**config.mk**
```make
export PLATFORM = sky130hd
export DESIGN_NAME = sort_stream_ctrl
export DESIGN_NICKNAME = d
export VERILOG_FILES = /design/src/rtl/sort_pkg.sv /design/src/rtl/sort_wdog_cnt.sv /design/src/rtl/sort_stream_ctrl.sv
export SDC_FILE = /design/constraint.sdc
export NUM_CORES = 1
export LEC_CHECK = 0
export CORE_ASPECT_RATIO = 0.7
export CORE_UTILIZATION = 46
export DETAILED_ROUTE_END_ITERATION = 10
export HOLD_SLACK_MARGIN = 0.12
export MAX_ROUTING_LAYER = met4
export PLACE_DENSITY_LB_ADDON = 0.25
export SLEW_MARGIN = 25
export SYNTH_ARGS = -nofsm -noshare
export SYNTH_HDL_FRONTEND = slang
export SYNTH_HIERARCHICAL = 1
export SYNTH_SLANG_ARGS = --single-unit
```
**constraint.sdc**
```tcl
create_clock -name clk -period 4.4 [get_ports clk]
set_input_delay 1.1 -clock clk [delete_from_list [all_inputs] [get_ports clk]]
set_output_delay 1.1 -clock clk [all_outputs]
set_load 0.01 [all_outputs]
```
**src/rtl/sort_pkg.sv**
```systemverilog
// sort_pkg: FSM state encoding, default sorter sizes and the sort-peripheral address map
// shared by sort_stream_ctrl and its watchdog.
package sort_pkg;
    typedef enum logic [3:0] {
        ST_IDLE,
        ST_SRST,
        ST_RD,
        ST_PUSH,
        ST_WAIT,
        ST_PRESENT,
        ST_ADV,
        ST_SETTLE,
        ST_DONE
    } state_t;
    localparam int SORT_DATA_WIDTH    = 32;
    localparam int SORT_LOG_INPUT_NUM = 5;
    localparam logic [31:0] SORT_ADDR_RST    = 32'h4000_0000;
    localparam logic [31:0] SORT_ADDR_DIN    = 32'h4000_0004;
    localparam logic [31:0] SORT_ADDR_NOW1   = 32'h4000_0008;
    localparam logic [31:0] SORT_ADDR_YVALID = 32'h4000_000C;
    localparam logic [31:0] SORT_ADDR_DOUT   = 32'h4000_0010;
    localparam logic [31:0] SORT_ADDR_NOW2   = 32'h4000_0014;
    localparam logic [31:0] SORT_MEM_BASE    = 32'h3000_0000;
endpackage

```
**src/rtl/sort_wdog_cnt.sv**
```systemverilog
// sort_wdog_cnt: watchdog for the WAIT state; expired is high on the TIMEOUT_CYCLES-th
// consecutive enabled cycle, and the count restarts whenever en drops.
module sort_wdog_cnt #(
    parameter int TIMEOUT_CYCLES = 4096
) (
    input  logic clk,
    input  logic rst,
    input  logic en,
    output logic expired
);
    logic [15:0] cnt_q, cnt_d;
    always_comb cnt_d = en ? cnt_q + 16'd1 : 16'd0;
    always_ff @(posedge clk or posedge rst) begin
        if (rst) cnt_q <= '0;
        else     cnt_q <= cnt_d;
    end
    assign expired = en && (cnt_q == 16'(TIMEOUT_CYCLES - 1));
endmodule

```
**src/rtl/sort_stream_ctrl.sv**
```systemverilog
// sort_stream_ctrl: loads N words from source memory into sort_top and drains sorted results
// onto a valid/ready stream. Define SORT_TIMEOUT_EN to add the WAIT-state watchdog.
module sort_stream_ctrl
    import sort_pkg::*;
#(
    parameter int LOG_INPUT_NUM   = SORT_LOG_INPUT_NUM,
    parameter int DATA_WIDTH      = SORT_DATA_WIDTH,
    parameter int SRC_AW          = LOG_INPUT_NUM,
    parameter int SORT_RST_CYCLES = 2,
    parameter int TIMEOUT_CYCLES  = 4096
) (
    input  logic                  clk,
    input  logic                  rst,
    input  logic                  start,
    output logic                  busy,
    output logic                  done,
    output logic                  src_rd_en,
    output logic [SRC_AW-1:0]     src_rd_addr,
    input  logic [DATA_WIDTH-1:0] src_rd_data,
    output logic                  sort_rst,
    output logic [DATA_WIDTH-1:0] sort_din,
    output logic                  sort_now1,
    output logic                  sort_now2,
    input  logic                  sort_y_valid,
    input  logic [DATA_WIDTH-1:0] sort_dout,
    output logic                  m_valid,
    input  logic                  m_ready,
    output logic [DATA_WIDTH-1:0] m_data,
    output logic                  timeout
);
    localparam logic [LOG_INPUT_NUM:0] LAST = (LOG_INPUT_NUM+1)'((1 << LOG_INPUT_NUM) - 1);

    state_t                  state_q, state_d;
    logic [LOG_INPUT_NUM:0]  idx_q, idx_d, out_cnt_q, out_cnt_d;
    logic [15:0]             rst_cnt_q, rst_cnt_d;
    logic                    sort_rst_q, sort_rst_d, now1_q, now1_d;
    logic [DATA_WIDTH-1:0]   din_q, din_d, m_data_q, m_data_d;
    logic                    wdog_expired;

`ifdef SORT_TIMEOUT_EN
    logic timeout_q, timeout_d;
    sort_wdog_cnt #(.TIMEOUT_CYCLES(TIMEOUT_CYCLES)) u_wdog (
        .clk(clk),
        .rst(rst),
        .en(state_q == ST_WAIT),
        .expired(wdog_expired)
    );
    assign timeout = timeout_q;
`else
    assign wdog_expired = 1'b0;
    assign timeout      = 1'b0;
`endif

    always_comb begin
        state_d    = state_q;
        idx_d      = idx_q;
        out_cnt_d  = out_cnt_q;
        rst_cnt_d  = rst_cnt_q;
        sort_rst_d = sort_rst_q;
        din_d      = din_q;
        now1_d     = 1'b0;
        m_data_d   = m_data_q;
`ifdef SORT_TIMEOUT_EN
        timeout_d  = timeout_q;
`endif
        case (state_q)
            ST_IDLE: if (start) begin
                state_d    = ST_SRST;
                rst_cnt_d  = '0;
                idx_d      = '0;
                sort_rst_d = 1'b1;
`ifdef SORT_TIMEOUT_EN
                timeout_d  = 1'b0;
`endif
            end
            ST_SRST: begin
                rst_cnt_d  = rst_cnt_q + 16'd1;
                if (rst_cnt_q == 16'(SORT_RST_CYCLES - 1)) begin
                    state_d    = ST_RD;
                    sort_rst_d = 1'b0;
                end
            end
            ST_RD: state_d = ST_PUSH;
            // din and now1 are registered together so the sorter sees them in the same cycle
            ST_PUSH: begin
                din_d   = src_rd_data;
                now1_d  = 1'b1;
                state_d = (idx_q == LAST) ? ST_WAIT : ST_RD;
                idx_d   = (idx_q == LAST) ? idx_q : idx_q + 1'b1;
            end
            ST_WAIT: begin
                if (wdog_expired) begin
                    state_d    = ST_DONE;
                    sort_rst_d = 1'b1;
`ifdef SORT_TIMEOUT_EN
                    timeout_d  = 1'b1;
`endif
                end else if (sort_y_valid) begin
                    out_cnt_d = '0;
                    state_d   = ST_SETTLE;
                end
            end
            ST_SETTLE: begin
                m_data_d = sort_dout;
                state_d  = ST_PRESENT;
            end
            ST_PRESENT: if (m_ready) state_d = (out_cnt_q == LAST) ? ST_DONE : ST_ADV;
            ST_ADV: begin
                out_cnt_d = out_cnt_q + 1'b1;
                state_d   = ST_SETTLE;
            end
            ST_DONE: state_d = ST_IDLE;
            default: state_d = ST_IDLE;
        endcase
    end

    always_ff @(posedge clk or posedge rst) begin
        if (rst) begin
            state_q    <= ST_IDLE;
            idx_q      <= '0;
            out_cnt_q  <= '0;
            rst_cnt_q  <= '0;
            sort_rst_q <= 1'b1;
            din_q      <= '0;
            now1_q     <= 1'b0;
            m_data_q   <= '0;
        end else begin
            state_q    <= state_d;
            idx_q      <= idx_d;
            out_cnt_q  <= out_cnt_d;
            rst_cnt_q  <= rst_cnt_d;
            sort_rst_q <= sort_rst_d;
            din_q      <= din_d;
            now1_q     <= now1_d;
            m_data_q   <= m_data_d;
        end
    end

`ifdef SORT_TIMEOUT_EN
    always_ff @(posedge clk or posedge rst) begin
        if (rst) timeout_q <= 1'b0;
        else     timeout_q <= timeout_d;
    end
`endif

    assign busy        = state_q != ST_IDLE;
    assign done        = state_q == ST_DONE;
    assign src_rd_en   = state_q == ST_RD;
    assign src_rd_addr = idx_q[SRC_AW-1:0];
    assign sort_rst    = sort_rst_q;
    assign sort_din    = din_q;
    assign sort_now1   = now1_q;
    assign sort_now2   = state_q == ST_ADV;
    assign m_valid     = state_q == ST_PRESENT;
    assign m_data      = m_data_q;
endmodule

```
=== After elaboration in Yosys (flattened, before gate mapping) ===
Cells that the tools add are included.

* Bits in registers: 98
* Latch bits: 0
* Memory bits (writable): 0
* Bits in read-only memories: 0
* Output and inout port bits: 77
* Word-level logic and storage cells: 55
* Memories kept: 0

* Add/sub/neg operators: 3
* Multipliers: 0
* Div/mod/pow operators: 0
* Order comparisons: 0
* Equality and inequality tests: 16
* Shift-type cells: 0
* Muxes and demuxes: 18
* Bitwise logic cells: 0
* Reduce and logical (&&, ||, !) cells: 10

{| class="wikitable"
|+ Operators by type and width
! operator !! count
|-
| 16-bit one-hot mux with 2 select lines || 1
|-
| 4-bit one-hot mux with 8 select lines || 1
|-
| 6-bit one-hot mux with 2 select lines || 2
|-
| 4-bit 2-to-1 mux || 5
|-
| 6-bit 2-to-1 mux || 3
|-
| 16-bit by 1-bit adder with 16-bit output, second input constant || 1
|-
| 16-bit by 1-bit == test with 1-bit output, second input constant || 1
|-
| 4-bit by 3-bit == test with 1-bit output, second input constant || 4
|-
| 16-bit 2-to-1 mux || 1
|-
| 6-bit by 1-bit adder with 6-bit output, second input constant || 2
|-
| 6-bit by 5-bit == test with 1-bit output, second input constant || 2
|-
| 4-bit by 2-bit == test with 1-bit output, second input constant || 2
|-
| 2-bit != test, second input constant || 4
|-
| 3-bit AND reduction || 2
|-
| 2-bit nonzero test || 3
|-
| 4-bit by 1-bit == test with 1-bit output, second input constant || 1
|-
| 4-bit == test, second input constant || 1
|-
| 4-bit zero test || 1
|-
| 2-bit AND reduction || 2
|-
| 4-bit AND reduction || 1
|-
| 4-bit nonzero test || 1
|-
| 1-bit 2-to-1 mux || 3
|-
| 3-bit 2-to-1 mux || 1
|-
| 2-bit by 1-bit != test with 1-bit output, second input constant || 1
|-
| 1-bit one-hot mux with 2 select lines || 1
|}

=== Longest topological paths before layout ===
* Depth after elaboration: 4
* Depth in mapped cells: 6
* Depth with buffers taken out: 6

=== Worst setup path before layout ===
No wires, ideal clock.

* Path type: flip-flop to output port
* From: register state_q[0]
* To: output port sort_now2
* Arrival time: 1184 ps
* Data required time: 3300 ps
* Path slack: 2116 ps
* Cell stages (with the launch flop): 4
* Buffers on the path: 1
* Path through: dfrtp_1 > buf_4 > or4bb_1 > inv_1

* Cells in the longest elaborated chain, start to end: 1

{| class="wikitable"
|+ Ends and longest elaborated chain
! item !! line !! RTL
|-
| from (decl) || sort_stream_ctrl.sv:33 || <nowiki>state_t state_q, state_d;</nowiki>
|-
| from (signal assigned) || sort_stream_ctrl.sv:128 || <nowiki>state_q <= state_d;</nowiki>
|-
| 4-bit by 3-bit == test with 1-bit output || sort_stream_ctrl.sv:153 || <nowiki>assign sort_now2 = state_q == ST_ADV;</nowiki>
|-
| to (decl) || sort_stream_ctrl.sv:23 || <nowiki>output logic sort_now2,</nowiki>
|}

No other way between the ends.

=== Final worst setup path ===
* From: register state_q[1]
* To: output port sort_now2

The elaborated chain is that of the path after synthesis.

==> results.tsv <==
stage	metric	value	unit
run_status	status	complete, no violations	
synthesis	yosysWarnings	6	
drt	routed_wl	10400	microns
grt	grt_pass1_vias	3460	
place	port-buffer-count	144	
worst_hold_path	hold_path_depth	1	
cells_and_area	n_antenna_cell	0	
critical_path	start_kind	register	
die	die_x	119	microns
synthesis	synth_area	0.00441	sq mm
pwr	total_power	4.28	mW
die	io_pins	146	
worst_hold_path	min_path_type	reg -> reg	
drt	ant_nets	0	
worst_hold_path	worstHoldEndpoint	m_data[18]	
timing	setup_ws	0.907	ns
drt	via_count	3360	
grt	grt_pass1_wl	17200	microns
timing	skew	0.00685	ns
timing	rsz0062_at_grt	false	
die	coreArea	0.00918	sq mm
synthesis	synth-edff-count	0	
pwr	vdd_drop_max	414	uV
timing	hold_viol_final	0	
clock_network	post_cts_buffers	0	
synthesis	async_reset_ff_frac	1.00	
place	gp_congestion	0.816	
critical_path	path_max_fanout	16	
grt	track_usage	0.227	
drt	drcViolationCount	0	
critical_path	critPathKind	reg -> out	
cells_and_area	syn_to_final_growth	40.3	%
clock_network	cts_resized	0	
timing	fin_crit	3.49	ns
drt	vias_per_cell	5.45	
timing	timing.setup.tns	0	ns
die	dieArea	0.00998	sq mm
clock_network	clk_path_buf_depth	2	
synthesis	ys_ff_latch	98	
clock_network	clk_pin_slew	0.06	ns
die	start_util	0.480	
critical_path	r2r-start	state_q[1]	
critical_path	cp.required	3.30	ns
timing	drv_slew	0	
clock_network	cts_sinks	98	
critical_path	r2r_slack	2.04	ns
timing	fmax	286	MHz
clock_network	clk_latency	0.34	ns
flow_run	drv_cap	0	
grt	overflow	0	
timing	whs	0.505	ns
synthesis	synth-seq-area-share	0.557	
critical_path	end_kind	primary output	
die	die_h	83.9	microns
place	dpl.hpwl	7320	microns
synthesis	synthDistinctLibCells	54	
critical_path	arrival	2.39	ns
grt	grt_max_degree	64	
critical_path	r2r-end	idx_q[4]	
timing	finalSetupViolCount	0	
pwr	p_leak	2.57	nW
clock_network	htreeDepth	3	
pwr	power_density	692	mW/mm^2
clock_network	hold_buffers	0	
cells_and_area	drive_above_1_share	0.195	
drt	wl_per_cell	16.8	microns
clock_network	cts_root_buf	clkbuf_16	
cells_and_area	final_nets	562	
critical_path	crit_start	state_q[1]	
timing	tightest_slew	0.847	ns
timing	max_slew_margin	0.433	
critical_path	ff2ff_path_depth	5	
clock_network	cts-buffers-inserted	9	
synthesis	synth_cells	353	
worst_hold_path	min_from	m_data[18]	
grt	grt_antenna_before_repair	0	
timing	period_share	0.794	
place	place_ws	1.34	ns
synthesis	syn_nets	426	
drt	drtIter0Drc	146	
die	rows	29	
drt	drt_pre_antenna_iters	4	
clock_network	cts_tree	yes	
synthesis	avgSynthCellArea	12.5	sq um
synthesis	synth_ff_type	dfrtp_1	
cells_and_area	post-route-util	0.673	
area by class of cell:
class	count	area [sq um]
well taps	124	155
repair buffers	148	1470
clock buffers	11	243
fillers	708	3000
inverters	9	36.3
multi-input cells	223	1790
clock inverters	4	28.8
flip-flops and latches	98	2450
placed cells by master, fill, tap and decap left out, types with 6 or more instances in the layout:
| cell type | instances |
|---|---|
| nand2_1 | 19 |
| clkbuf_16 | 9 |
| a31oi_1 | 8 |
| clkdlybuf4s50_1 | 144 |
| nor4_1 | 6 |
| nand3_1 | 9 |
| mux2_2 | 65 |
| nor2_1 | 8 |
| a21oi_1 | 7 |
| dfrtp_1 | 97 |
| inv_1 | 8 |
| o21ai_0 | 22 |
cells in the mapped netlist, drive strengths merged, types with 3 or more instances:
| library cell | number | area, sq um |
|---|---|---|
| and3 | 5 | 31.3 |
| o31ai | 3 | 22.5 |
| nor2 | 8 | 30.0 |
| nand4 | 5 | 31.3 |
| a22o | 5 | 43.8 |
| dfrtp | 97 | 2430 |
| nor4b | 4 | 62.6 |
| nand2 | 19 | 71.3 |
| nor3b | 3 | 22.5 |
| inv | 9 | 33.8 |
| a21oi | 7 | 35.0 |
| mux2 | 65 | 732 |
| ha | 4 | 50.1 |
| nor4 | 7 | 50.1 |
| buf | 21 | 125 |
| a31oi | 8 | 50.1 |
| nor3 | 5 | 25.0 |
| or3 | 4 | 25.0 |
| o21ai | 22 | 110 |
| nand3 | 10 | 55.1 |
| mux2i | 5 | 50.1 |
state kept, by name (all words and copies together), names as in the netlist:
| register | count |
|---|---|
| state_q | 4 |
| rst_cnt_q | 16 |
| sort_din | 32 |
| out_cnt_q | 6 |
| sort_rst | 1 |
| idx_q | 6 |
| sort_now1 | 1 |
| m_data | 32 |
logic make-up (layout without fill, tap and decap cells):
group                    after synthesis  count (layout)  share of synthesized area
flip-flops                            98              98                      0.557
adder cells (fa/ha/maj)                4               4                     0.0114
AO/OA/AOI/OAI                         61              61                     0.0883
other                                  1               1                   0.000851
AND/OR/NAND/NOR                       86              86                      0.125
XOR/XNOR                               1               1                    0.00199
buffers and inverters                 32             172                     0.0381
multiplexers                          70              70                      0.178
worst max path at each step:
| stage | to | slack, ns | depth (start not counted) |
|---|---|---|---|
| floorplan | idx_q[0] | 0.74 | 1 |
| global placement | sort_now2 | 1.39 | 3 |
| detailed placement | sort_now2 | 1.34 | 3 |
| CTS | sort_now2 | 0.98 | 3 |
| global route | sort_now2 | 0.81 | 3 |
| finish | sort_now2 | 0.91 | 3 |
stage by stage:
step	instances	cell area [sq um]
2_1_floorplan	353	4410
3_3_place_gp	602	5900
3_5_place_dp	602	5900
4_1_cts	617	6170
5_1_grt	617	6180
6_report	617	6180
report_power, final:
group	total, mW	internal, mW	switching (mW)	leakage (nW)
sequential	1.64	1.31	0.331	1.20
combinational	1.92	1.15	0.767	1.25
clock	0.715	0.396	0.320	0.128
layer usage:
layer	up-vias	wire, microns	track usage
met2	112	5050	0.347
met3	9	634	0.0622
met5	-	0	-
li1	1567	-	-
met1	1672	4600	0.299
met4	0	78	0.0575
worst max-delay path: stages, from the launching register on:
cell             delay [ns]
dfrtp_1                0.69
or4bb_1                0.65
inv_1                  0.16
clkdlybuf4s50_1        0.55
Note: power is estimated with default switching activity, not from simulation.
